--- config.mk ---
export PLATFORM = sky130hd
export DESIGN_NAME = fetch_controller
export DESIGN_NICKNAME = d
export VERILOG_FILES = /design/src/rtl/fetch_controller.sv
export SDC_FILE = /design/constraint.sdc
export NUM_CORES = 1
export LEC_CHECK = 0
export CAP_MARGIN = 20
export CORE_ASPECT_RATIO = 1.25
export CORE_MARGIN = 2
export CORE_UTILIZATION = 41
export CTS_CLUSTER_DIAMETER = 150
export DETAILED_ROUTE_END_ITERATION = 7
export GPL_TIMING_DRIVEN = 0
export HOLD_SLACK_MARGIN = 0.02
export MAX_ROUTING_LAYER = met4
export PLACE_DENSITY = 0.77
export REMOVE_ABC_BUFFERS = 1
export SYNTH_ARGS = -nofsm -noshare
export SYNTH_HDL_FRONTEND = slang
export SYNTH_SLANG_ARGS = --single-unit
export TNS_END_PERCENT = 100
--- constraint.sdc ---
create_clock -name clk -period 2.3 [get_ports clk]
set_input_delay 0.46 -clock clk [delete_from_list [all_inputs] [get_ports clk]]
set_output_delay 0.46 -clock clk [all_outputs]
set_load 0.03 [all_outputs]
--- src/rtl/fetch_controller.sv ---
// fetch_controller: sequential instruction fetch with branch redirect, stall hold and halt-opcode detection
module fetch_controller #(
    parameter logic [4:0] HALT_OP = 5'b01011,
    parameter int         CNT_W   = 16
) (
    input  logic             clk,
    input  logic             rst,
    input  logic             start,
    input  logic             stall,
    input  logic             branch_taken,
    input  logic [31:0]      branch_target,
    output logic [31:0]      imem_addr,
    input  logic [31:0]      imem_data,
    output logic [31:0]      instr,
    output logic             instr_valid,
    output logic             flush,
    output logic             done,
    output logic [CNT_W-1:0] fetch_count
);
    typedef enum logic [1:0] {IDLE, RUN, HALT} state_t;
    state_t           state_q, state_d;
    logic [31:0]      pc_q, pc_d, instr_q, instr_d;
    logic             valid_q, valid_d, flush_q, flush_d, done_q, done_d;
    logic [CNT_W-1:0] cnt_q, cnt_d;
    logic             is_halt, restart;
    assign is_halt = imem_data[31:27] == HALT_OP;
    assign restart = start && (state_q == IDLE || state_q == HALT);
    always_ff @(posedge clk) begin
        if (rst) begin
            state_q <= IDLE;
            pc_q    <= '0;
            instr_q <= '0;
            valid_q <= 1'b0;
            flush_q <= 1'b0;
            done_q  <= 1'b0;
            cnt_q   <= '0;
        end else begin
            state_q <= state_d;
            pc_q    <= pc_d;
            instr_q <= instr_d;
            valid_q <= valid_d;
            flush_q <= flush_d;
            done_q  <= done_d;
            cnt_q   <= cnt_d;
        end
    end
    // Redirect beats stall beats halt detect beats a normal issue; HALT ignores everything but start.
    always_comb begin
        state_d = state_q;
        pc_d    = pc_q;
        instr_d = instr_q;
        valid_d = valid_q;
        flush_d = 1'b0;
        done_d  = done_q;
        cnt_d   = cnt_q;
        if (restart) begin
            state_d = RUN;
            pc_d    = '0;
            valid_d = 1'b0;
            done_d  = 1'b0;
            cnt_d   = '0;
        end else if (state_q == RUN) begin
            if (branch_taken) begin
                pc_d    = branch_target;
                valid_d = 1'b0;
                flush_d = 1'b1;
            end else if (!stall) begin
                if (is_halt) begin
                    state_d = HALT;
                    done_d  = 1'b1;
                    valid_d = 1'b0;
                end else begin
                    instr_d = imem_data;
                    valid_d = 1'b1;
                    pc_d    = pc_q + 32'd1;
                    cnt_d   = (&cnt_q) ? cnt_q : cnt_q + CNT_W'(1);
                end
            end
        end
    end
    assign imem_addr   = pc_q;
    assign instr       = instr_q;
    assign instr_valid = valid_q;
    assign flush       = flush_q;
    assign done        = done_q;
    assign fetch_count = cnt_q;
endmodule

==> metrics.md, run 1 <==
| Metric | Value |
|---|---|
| Outcome | `complete, no violations` |
| P per Cell Area | `560 nW/µm²` |
| Async SR Flop Fraction | `0%` |
| IO Pins | `152` |
| Slew Limit Fails | `0` |
| Hold Buf Count CTS | `0` |
| Full die area | `11000 µm²` |
| IO Port Bufs | `151` |
| CP endpoint kind | `flop` |
| Reg-to-reg setup timing slack | `0.12 ns` |
| Synth Instances | `546` |
| Top sig layer | `met4` |
| Tcrit/Tclk final | `96.3%` |
| Vias per inst | `5.84` |
| First-pass GRT wire length | `21200 µm` |
| Starting density of the core | `41.8%` |
| Post-synth cell types | `63` |
| # nets final | `755` |
| Row Count | `41` |
| Startpoint Class | `primary input` |
| Crit path kind | `in -> reg` |
| # H-tree levels | `3` |
| Worst Path Arrival | `2.44 ns` |
| Clock slew at reported path FFs | `0.07 ns` |
| Skew-Pair Late Insertion Delay | `0.35 ns` |
| Static leakage | `2.13 nW` |
| Layout Area Growth over Synthesis | `51.2%` |
| Post-synth design cell area | `4180 µm²` |
| Max VDD drop | `0.376 mV` |
| Rel. slew slack | `43.6%` |
| Hold endpoint | `instr[21]$_SDFFE_PP0P_` |
| Clock sink total | `84` |
| Average size of a mapped cell | `7.65 µm²` |
| Most used DFF post-synth | `dfxtp_1` |
| Antenna-violating nets left | `0` |
| Number of diodes | `0` |
| CP max FO | `30` |
| Final Critical Period | `2.21 ns` |
| EDFF count, synth | `0` |
| Min-delay src | `instr[21]$_SDFFE_PP0P_` |
| Worst-margin pin slew | `0.846 ns` |
| Final hold violations | `0` |
| Post-route DRC | `0` |
| Residual overflow from global routing | `0` |
| Cell taking the most area after synthesis | `dfxtp_1` |
| YS warnings | `0` |
| Initial antenna violation count | `0` |
| Hpwl dp | `9390 µm` |
| Fmax | `0.451 GHz` |
| Setup violations, final | `0` |
| Synth top area share | `40.3%` |
| Hold WC Path Type | `reg -> reg` |
| Via Count | `4779` |
| Metal-1 WL | `5800 µm` |
| Fraction of layout cells with a size suffix above 1 | `7.40%` |
| Clock buffer depth | `2` |
| Max Cap Viol | `0` |
| WP data required | `2.53 ns` |
| Gpl congestion | `0.920` |
| TritonCTS clock tree | `built` |
| Drt first pass iters | `5` |
| Synth area leaders | `dfxtp_1 40%, nand2_1 8.3%, a21oi_1 6.7%, nor2_1 4.9%, nand3_1 3.5%` |
| Core area | `10000 µm²` |
| Worst Hold Path Cells | `2` |
| Vias in the first global route | `4346` |
| Routed length per instance | `17.1 µm` |
| Clock Tree Root | `clkbuf_16` |
| Total Wirelength | `14000 µm` |
| Final core utilization | `63.1%` |
| Seq/Total Area, Yosys | `40.3%` |
| GRT Util Overall | `24.8%` |
| Reg2reg end | `imem_addr[19]$_SDFFE_PP0P_` |
| Cell with the most instances after synthesis | `nand2_1` |
| Unrepaired setup endpoints after global routing | `false` |
| Met3 wire length | `1030 µm` |
| Die height | `117 µm` |
| Reg2reg path depth | `5` |
| RR Startpoint | `imem_addr[5]$_SDFFE_PP0P_` |
| Fillers | `871` |
| Yosys reg bits | `84` |
| DRT iter0 DRCs | `286` |
| Overall power | `3.54 mW` |
| DR WL met2 | `6740 µm` |
| Die X | `94.3 µm` |
| Top cells by count, synth | `92 x nand2_1, 84 x dfxtp_1, 56 x a21oi_1` |
| Inserted Clock Buffers | `9` |
| Pin count of the biggest net entering global routing | `58` |
| Worst-case clock skew | `0.00586 ns` |
==> per-layer routing <==
metal,vias to the layer above,global-route usage (%)
li1,2283,-
met1,2236,30.2
met2,223,40.3
met3,37,3.91
met4,0,11.8
met5,-,-
==> sequential cells by signal, summed over array words and instances (netlist names) <==
register and count:
imem_addr 32, instr 32, fetch_count 16, done 1, flush 1, instr_valid 1
state_q 1
==> report_power, final <==
group	internal, mW	total, mW	switching [mW]
logic	0.248	0.522	0.274
clock network	0.856	1.49	0.631
registers	1.49	1.53	0.0396
==> worst max-delay path, stage by stage <==
cell and delay (ns):
clkdlybuf4s50_1 0.71, inv_1 0.19, o311a_4 0.56, and4b_1 0.24, a211o_1 0.28
==> layout by cell type (no fill, tap or decap), types with 4 or more instances in the layout <==
| cell type | instances |
|---|---|
| a211oi_1 | 6 |
| nand2_1 | 92 |
| and2_1 | 4 |
| or3_1 | 5 |
| mux2i_1 | 6 |
| inv_1 | 8 |
| nor2_1 | 54 |
| o211ai_1 | 6 |
| a21oi_1 | 53 |
| nor3_1 | 10 |
| or4_1 | 6 |
| buf_4 | 9 |
| dfxtp_1 | 84 |
| clkbuf_16 | 9 |
| o31ai_1 | 4 |
| clkdlybuf4s50_1 | 148 |
| o21ai_0 | 20 |
| nor4_1 | 6 |
| xor2_1 | 5 |
| a32o_1 | 4 |
| a22oi_1 | 5 |
| and4_1 | 4 |
| o41ai_1 | 4 |
| nand3_1 | 28 |
| nand4_1 | 20 |
| and3_1 | 12 |
==> final cells by class <==
type	count	area [µm²]	share of cell area [%]
inverter	8	30.0	0.475
sequential	84	1680	26.6
timing repair buffer	165	1690	26.7
tap	129	161	2.56
multi-input combinational	416	2450	38.8
clock inverter	7	81.3	1.29
clock buffer	9	225	3.57
==> cell families (layout without fill, tap and decap cells) <==
| group | after synthesis | in the layout | synth area share, % |
|---|---|---|---|
| AOI/OAI and AO/OA | 140 | 141 | 21.8 |
| xor gates and xnor gates | 6 | 6 | 1.26 |
| adders and majority gates | 2 | 2 | 0.599 |
| buffers and inverters | 47 | 189 | 4.46 |
| DFF | 84 | 84 | 40.3 |
| muxes | 6 | 6 | 1.44 |
| and+or+nand+nor | 261 | 261 | 30.2 |
==> what timing repair did <==
action | in CTS | in global routing
hold endpoints to repair | 0 | 0
pin swaps | 0 | 4
setup endpoints to repair | 72 | 16
resized for setup | 12 | 10
gates cloned | 2 | 0
setup buffers | 0 | 9
==> stage by stage <==
stage          setup TNS (ns)  hold WS (ns)  instances  setup WS, ns  cell area (µm²)
5_1_grt                     0         0.469        818       0.00393             6320
2_1_floorplan          -30.19         0.497        507         -1.27             4020
6_report                    0         0.454        818        0.0850             6320
4_1_cts                -0.268         0.456        809        -0.137             6200
3_5_place_dp           -57.40         0.447        791         -1.18             5800
3_3_place_gp          -234.87         0.441        787         -4.17             5690
==> how the worst max path moves through the flow <==
| stage | from | to | slack (ns) | cells past startpoint |
|---|---|---|---|---|
| after global placement | branch_taken | fetch_count[4]$_SDFFE_PP0P_ | -4.17 | 6 |
| after global routing | imem_addr[5]$_SDFFE_PP0P_ | imem_addr[30]$_SDFFE_PP0P_ | 0.004 | 5 |
| final | imem_data[27] | imem_addr[25]$_SDFFE_PP0P_ | 0.09 | 5 |
| after detailed placement | branch_taken | fetch_count[11]$_SDFFE_PP0P_ | -1.18 | 6 |
| after floorplan | branch_taken | fetch_count[4]$_SDFFE_PP0P_ | -1.27 | 5 |
| after CTS | stall | fetch_count[11]$_SDFFE_PP0P_ | -0.14 | 6 |
Power figures use the tool's default switching activity.
==> run 2: changes to the inputs <==
==> constraint.sdc (replaced) <==
create_clock -name clk -period 2.3 [get_ports clk]
set_input_delay 0.69 -clock clk [delete_from_list [all_inputs] [get_ports clk]]
set_output_delay 0.69 -clock clk [all_outputs]
set_load 0.03 [all_outputs]
==> run 2 against run 1 <==
  * First-iteration DRC count increased by 42%
  * Fmax shrank 3.1%
  * Largest power group unchanged
  * Cell count up 0.61%
  * Utilization is 0.95 points higher
  * Sequential share of layout area decreased by 0.39 points
  * Flip-flop and latch count unchanged
  * Wire length increased by 4.0%
  * Via count rose by 1.5%
==> metrics.md, run 2 (synthesized netlist as in run 1, its figures left out) <==
| Metric | Value |
|---|---|
| Outcome | `complete, no violations` |
| Hpwl dp | `9390 µm` |
| Clock Tree Root | `clkbuf_16` |
| Max Cap Viol | `0` |
| Slew Limit Fails | `0` |
| IO Port Bufs | `151` |
| Rel. slew slack | `55.8%` |
| Internal power | `2.60 mW` |
| P per Cell Area | `555 nW/µm²` |
| Die X | `94.3 µm` |
| Top delay family on crit path | `simple AND/OR/NAND/NOR gates` |
| Inserted Clock Buffers | `9` |
| Post-route DRC | `0` |
| Worst-margin pin slew | `0.657 ns` |
| Max VDD drop | `0.383 mV` |
| Layout Area Growth over Synthesis | `53.5%` |
| Switch Pwr | `0.956 mW` |
| Most common cell after layout, fill and taps aside | `clkdlybuf4s50_1` |
| Total Wirelength | `14500 µm` |
| IO Pins | `152` |
| Starting density of the core | `41.8%` |
| CP peak stage delay | `0.62 ns` |
| Logic pwr share | `15.1%` |
| Most frequent cells in the layout | `141 x clkdlybuf4s50_1, 92 x nand2_1, 84 x dfxtp_1, 54 x a21oi_1, 54 x nor2_1` |
| Setup violations, final | `0` |
| Drt first pass iters | `6` |
| CP max-delay cell | `or4b_4` |
| Clock slew at reported path FFs | `0.07 ns` |
| Antenna-violating nets left | `0` |
| Crit path kind | `in -> reg` |
| Worst-case clock skew | `0.00599 ns` |
| # nets final | `760` |
| Startpoint Class | `primary input` |
| Residual overflow from global routing | `0` |
| CP endpoint kind | `flop` |
| Initial antenna violation count | `0` |
| DRT iter0 DRCs | `405` |
| Hold WC Path Type | `reg -> reg` |
| CP max FO | `58` |
| Clock buffer depth | `2` |
| First-pass GRT wire length | `21600 µm` |
| GRT Util Overall | `25.2%` |
| Critical path, cell by cell | `buf_8, or4b_4, a21o_4, or2_1, or4_1, a21oi_1` |
| Gpl congestion | `0.920` |
| Die height | `117 µm` |
| Pin count of the biggest net entering global routing | `58` |
| Overall power | `3.56 mW` |
| Fmax | `0.438 GHz` |
| Worst Path Arrival | `2.56 ns` |
| CP bufs+invs | `1` |
| Tcrit/Tclk final | `99.4%` |
| Full die area | `11000 µm²` |
| Skew-Pair Late Insertion Delay | `0.35 ns` |
| Fraction of layout cells with a size suffix above 1 | `8.21%` |
| Reg power frac | `43.0%` |
| Final hold violations | `0` |
| Vias in the first global route | `4391` |
| Via Count | `4850` |
| # H-tree levels | `3` |
| Fillers | `847` |
| DP Worst Slack | `-1.41 ns` |
| WP data required | `2.58 ns` |
| Vias per inst | `5.89` |
| Switching portion of total power | `26.9%` |
| Routed length per instance | `17.6 µm` |
| Number of diodes | `0` |
| Static leakage | `2.24 nW` |
| Clock sink total | `84` |
| Core area | `10000 µm²` |
| Clk pwr share | `41.9%` |
| Final Critical Period | `2.29 ns` |
| TritonCTS clock tree | `built` |
| Setup WS post-layout | `0.0145 ns` |
| Row Count | `41` |
[run 2: routing by layer]
layer	vias up	GRT usage, %	routed length, µm
met2	256	40.7	7090
met5	-	-	0
met4	0	9.95	348
li1	2300	-	-
met1	2261	31.7	5860
met3	33	4.35	1220
[run 2: repair_timing]
| action | in CTS | in global routing |
|---|---|---|
| setup endpoints to repair | 83 | 37 |
| gates cloned | 2 | 1 |
| pin swaps | 7 | 5 |
| hold buffers | 0 | 0 |
| resized for setup | 21 | 15 |
| buffers inserted | 9 | 4 |
[run 2: worst paths after layout]
kind                                   from                           end  slack (ns)  cells past startpoint
hold reg to reg      instr[21]$_SDFFE_PP0P_        instr[21]$_SDFFE_PP0P_        0.45                      2
setup / recovery               branch_taken  fetch_count[11]$_SDFFE_PP0P_        0.01                      6
hold / removal       instr[21]$_SDFFE_PP0P_        instr[21]$_SDFFE_PP0P_        0.45                      2
setup reg to reg  imem_addr[5]$_SDFFE_PP0P_    imem_addr[19]$_SDFFE_PP0P_        0.12                      5
[run 2: tightest hold or removal path, cell delays in order, from the launching register on]
cell	delay, ns
dfxtp_1	0.31
nand2_1	0.05
a21oi_1	0.05
[run 2: power by group through the flow]
stage / clock [mW] / combinational (mW) / sequential (mW)
floorplan: 0 / 0.142 / 1.62
global placement: 0 / 0.467 / 1.56
detailed placement: 0 / 0.494 / 1.56
CTS: 1.51 / 0.521 / 1.53
global route: 1.58 / 0.566 / 1.53
finish: 1.49 / 0.535 / 1.53
[run 2: stage by stage]
| step | hold WS [ns] | setup TNS [ns] | cell area (µm²) | utilization, % | cells |
|---|---|---|---|---|---|
| finish | 0.454 | 0 | 6410 | 64.1 | 823 |
| global route | 0.469 | -0.0263 | 6410 | 64.1 | 823 |
| CTS | 0.456 | 0 | 6300 | 63.0 | 818 |
| detailed placement | 0.447 | -76.72 | 5800 | 57.9 | 791 |
| global placement | 0.441 | -254.19 | 5690 | 56.9 | 787 |
| floorplan | 0.497 | -45.03 | 4020 | - | 507 |
[run 2: final cells by class]
class / instances / area [µm²] / share of cell area [%]
clock buffer: 9 / 225 / 3.51
tap: 129 / 161 / 2.52
timing repair buffer: 169 / 1730 / 27.0
multi-input combinational: 417 / 2500 / 39.0
clock inverter: 7 / 81.3 / 1.27
sequential: 84 / 1680 / 26.2
inverter: 8 / 30.0 / 0.468
==> run 3: changes to the inputs <==
--- a/config.mk
+++ b/config.mk
@@ -5,7 +5,7 @@
 export SDC_FILE = /design/constraint.sdc
 export NUM_CORES = 1
 export LEC_CHECK = 0
-export CAP_MARGIN = 20
+export CAP_MARGIN = 0
 export CORE_ASPECT_RATIO = 1.25
 export CORE_MARGIN = 2
 export CORE_UTILIZATION = 41
==> constraint.sdc (replaced) <==
create_clock -name clk -period 2.09 [get_ports clk]
set_input_delay 0.627 -clock clk [delete_from_list [all_inputs] [get_ports clk]]
set_output_delay 0.627 -clock clk [all_outputs]
set_load 0.03 [all_outputs]
==> run 3 against run 2 <==
  * The flow now finishes with violations (negative setup slack)
  * Combinational power is 10% higher
  * Die area stayed put
  * Non-clock buffer count is 6 higher
  * Largest power group is now the clock network
  * Highest routed layer unchanged
==> metrics.md, run 3 (synthesized netlist as in run 1, its figures left out) <==
| Metric | Value |
|---|---|
| Clock sink total | `84` |
| Clock slew at reported path FFs | `0.07 ns` |
| Full die area | `11000 µm²` |
| IO Port Bufs | `151` |
| CP endpoint kind | `flop` |
| Fin Hold WS | `0.455 ns` |
| Switching portion of total power | `26.1%` |
| Clock buffer depth | `2` |
| Routed length per instance | `18.0 µm` |
| Final setup TNS | `-0.0142 ns` |
| Core area | `10000 µm²` |
| Reg-to-reg setup timing slack | `0.05 ns` |
| Gpl congestion | `0.920` |
| Final Critical Period | `2.10 ns` |
| Switch Pwr | `1.05 mW` |
| Slew Limit Fails | `0` |
| Clock Tree Root | `clkbuf_16` |
| Overall power | `4.02 mW` |
| TritonCTS clock tree | `built` |
| # nets final | `767` |
| Via Count | `4911` |
| Number of diodes | `0` |
| Drt first pass iters | `6` |
| Die height | `117 µm` |
| Fraction of layout cells with a size suffix above 1 | `10.8%` |
| Crit path kind | `in -> reg` |
| Internal power | `2.97 mW` |
| Antenna-violating nets left | `0` |
| Row Count | `41` |
| Logic pwr share | `14.7%` |
| Worst Path Arrival | `2.39 ns` |
| Setup WS post-layout | `-0.0142 ns` |
| Fmax | `0.475 GHz` |
| Worst-case clock skew | `0.00464 ns` |
| Final core utilization | `64.8%` |
| DRT iter0 DRCs | `343` |
| Inserted Clock Buffers | `9` |
| Vias in the first global route | `4443` |
| GRT Util Overall | `26.0%` |
| RR Startpoint | `imem_addr[3]$_SDFFE_PP0P_` |
| P per Cell Area | `621 nW/µm²` |
| WP data required | `2.37 ns` |
| Initial antenna violation count | `0` |
| Critical Path Source | `branch_taken` |
| # H-tree levels | `3` |
| Layout Area Growth over Synthesis | `55.0%` |
| Starting density of the core | `41.8%` |
| Tcrit/Tclk final | `101%` |
| Vias per inst | `5.92` |
| Die X | `94.3 µm` |
| Hpwl dp | `9180 µm` |
| Post-route DRC | `0` |
| Setup violations, final | `1` |
| First-pass GRT wire length | `22000 µm` |
| Fillers | `840` |
| Reg2reg end | `imem_addr[29]$_SDFFE_PP0P_` |
| Worst Hold Path Cells | `2` |
| Max VDD drop | `0.467 mV` |
| Max Cap Viol | `0` |
| Total Wirelength | `15000 µm` |
| Reg2reg path depth | `5` |
| Final hold violations | `0` |
| Most frequent cells in the layout | `99 x clkdlybuf4s50_1, 91 x nand2_1, 81 x dfxtp_1, 54 x a21oi_1, 54 x nor2_1` |
| Hold endpoint | `instr[21]$_SDFFE_PP0P_` |
| CP max FO | `7` |
| Clk pwr share | `43.4%` |
| Reg power frac | `41.9%` |
| Skew-Pair Late Insertion Delay | `0.35 ns` |
| Min-delay src | `instr[21]$_SDFFE_PP0P_` |
| Most common cell after layout, fill and taps aside | `clkdlybuf4s50_1` |
| Hold WC Path Type | `reg -> reg` |
| Worst-margin pin slew | `0.728 ns` |
| Residual overflow from global routing | `0` |
| IO Pins | `152` |
| Static leakage | `2.62 nW` |
| Failing checks | `negative setup slack` |
| Unrepaired setup endpoints after global routing | `true` |
| Pin count of the biggest net entering global routing | `37` |
| Startpoint Class | `primary input` |
| Outcome | `finished with violations` |
| Rel. slew slack | `51.5%` |
[run 3: cell count changes in the layout (fill, tap and decap cells not counted), moves of 2 or more]
cell             before  now
and4_4                0    2
clkdlybuf4s50_1     141   99
buf_2                 0    3
inv_6                 3    1
dlymetal6s2s_1        6   15
dlygate4sd2_1         2   33
buf_4                13   18
dfxtp_2               0    3
dfxtp_1              84   81
and4_1                5    3
[run 3: how the worst max path moves through the flow]
stage,slack (ns),cells past startpoint,endpoint
after floorplan,-1.65,5,fetch_count[4]$_SDFFE_PP0P_
after global placement,-4.55,6,fetch_count[4]$_SDFFE_PP0P_
after detailed placement,-2.05,5,imem_addr[25]$_SDFFE_PP0P_
after CTS,0.002,1,fetch_count[13]
after global routing,-0.03,6,fetch_count[13]$_SDFFE_PP0P_
final,-0.01,6,fetch_count[13]$_SDFFE_PP0P_
[run 3: per-layer routing]
| metal | GRT usage [%] | wire (µm) | vias to the layer above |
|---|---|---|---|
| met4 | 10.5 | 477 | 0 |
| met1 | 31.9 | 6050 | 2320 |
| met5 | - | 0 | - |
| li1 | - | - | 2307 |
| met3 | 5.44 | 1140 | 42 |
| met2 | 42.0 | 7300 | 242 |
[run 3: final cells by class]
type	count	area [µm²]	share of cell area, %
multi-input combinational	418	2500	38.6
tap	129	161	2.49
sequential	84	1690	26.0
clock inverter	7	100	1.55
clock buffer	9	225	3.48
timing repair buffer	175	1780	27.4
inverter	8	30.0	0.464
[run 3: critical path: stages]
cell and delay [ns]:
buf_16 0.12, or4b_4 0.59, a211oi_4 0.33, o2111ai_2 0.20
or3_1 0.40, a21oi_1 0.12
[run 3: repair_timing]
item	in CTS	in global routing
endpoints found under the setup margin	113	33
buffers inserted	8	11
pin swaps	7	9
hold buffers	0	0
cloned	4	2
gates resized for setup	66	30
[run 3: stage by stage]
| stage | instance area [µm²] | cells | setup WS, ns |
|---|---|---|---|
| floorplan | 4020 | 507 | -1.65 |
| global placement | 5690 | 787 | -4.55 |
| detailed placement | 5760 | 789 | -2.05 |
| CTS | 6290 | 817 | 0.00196 |
| global route | 6480 | 830 | -0.0258 |
| finish | 6480 | 830 | -0.0142 |
[run 3: power by group through the flow]
| stage | registers [mW] | clock network [mW] | logic, mW |
|---|---|---|---|
| 2_1_floorplan | 1.79 | 0 | 0.156 |
| 3_3_place_gp | 1.72 | 0 | 0.514 |
| 3_5_place_dp | 1.72 | 0 | 0.532 |
| 4_1_cts | 1.68 | 1.75 | 0.565 |
| 5_1_grt | 1.69 | 1.83 | 0.625 |
| 6_report | 1.68 | 1.74 | 0.590 |
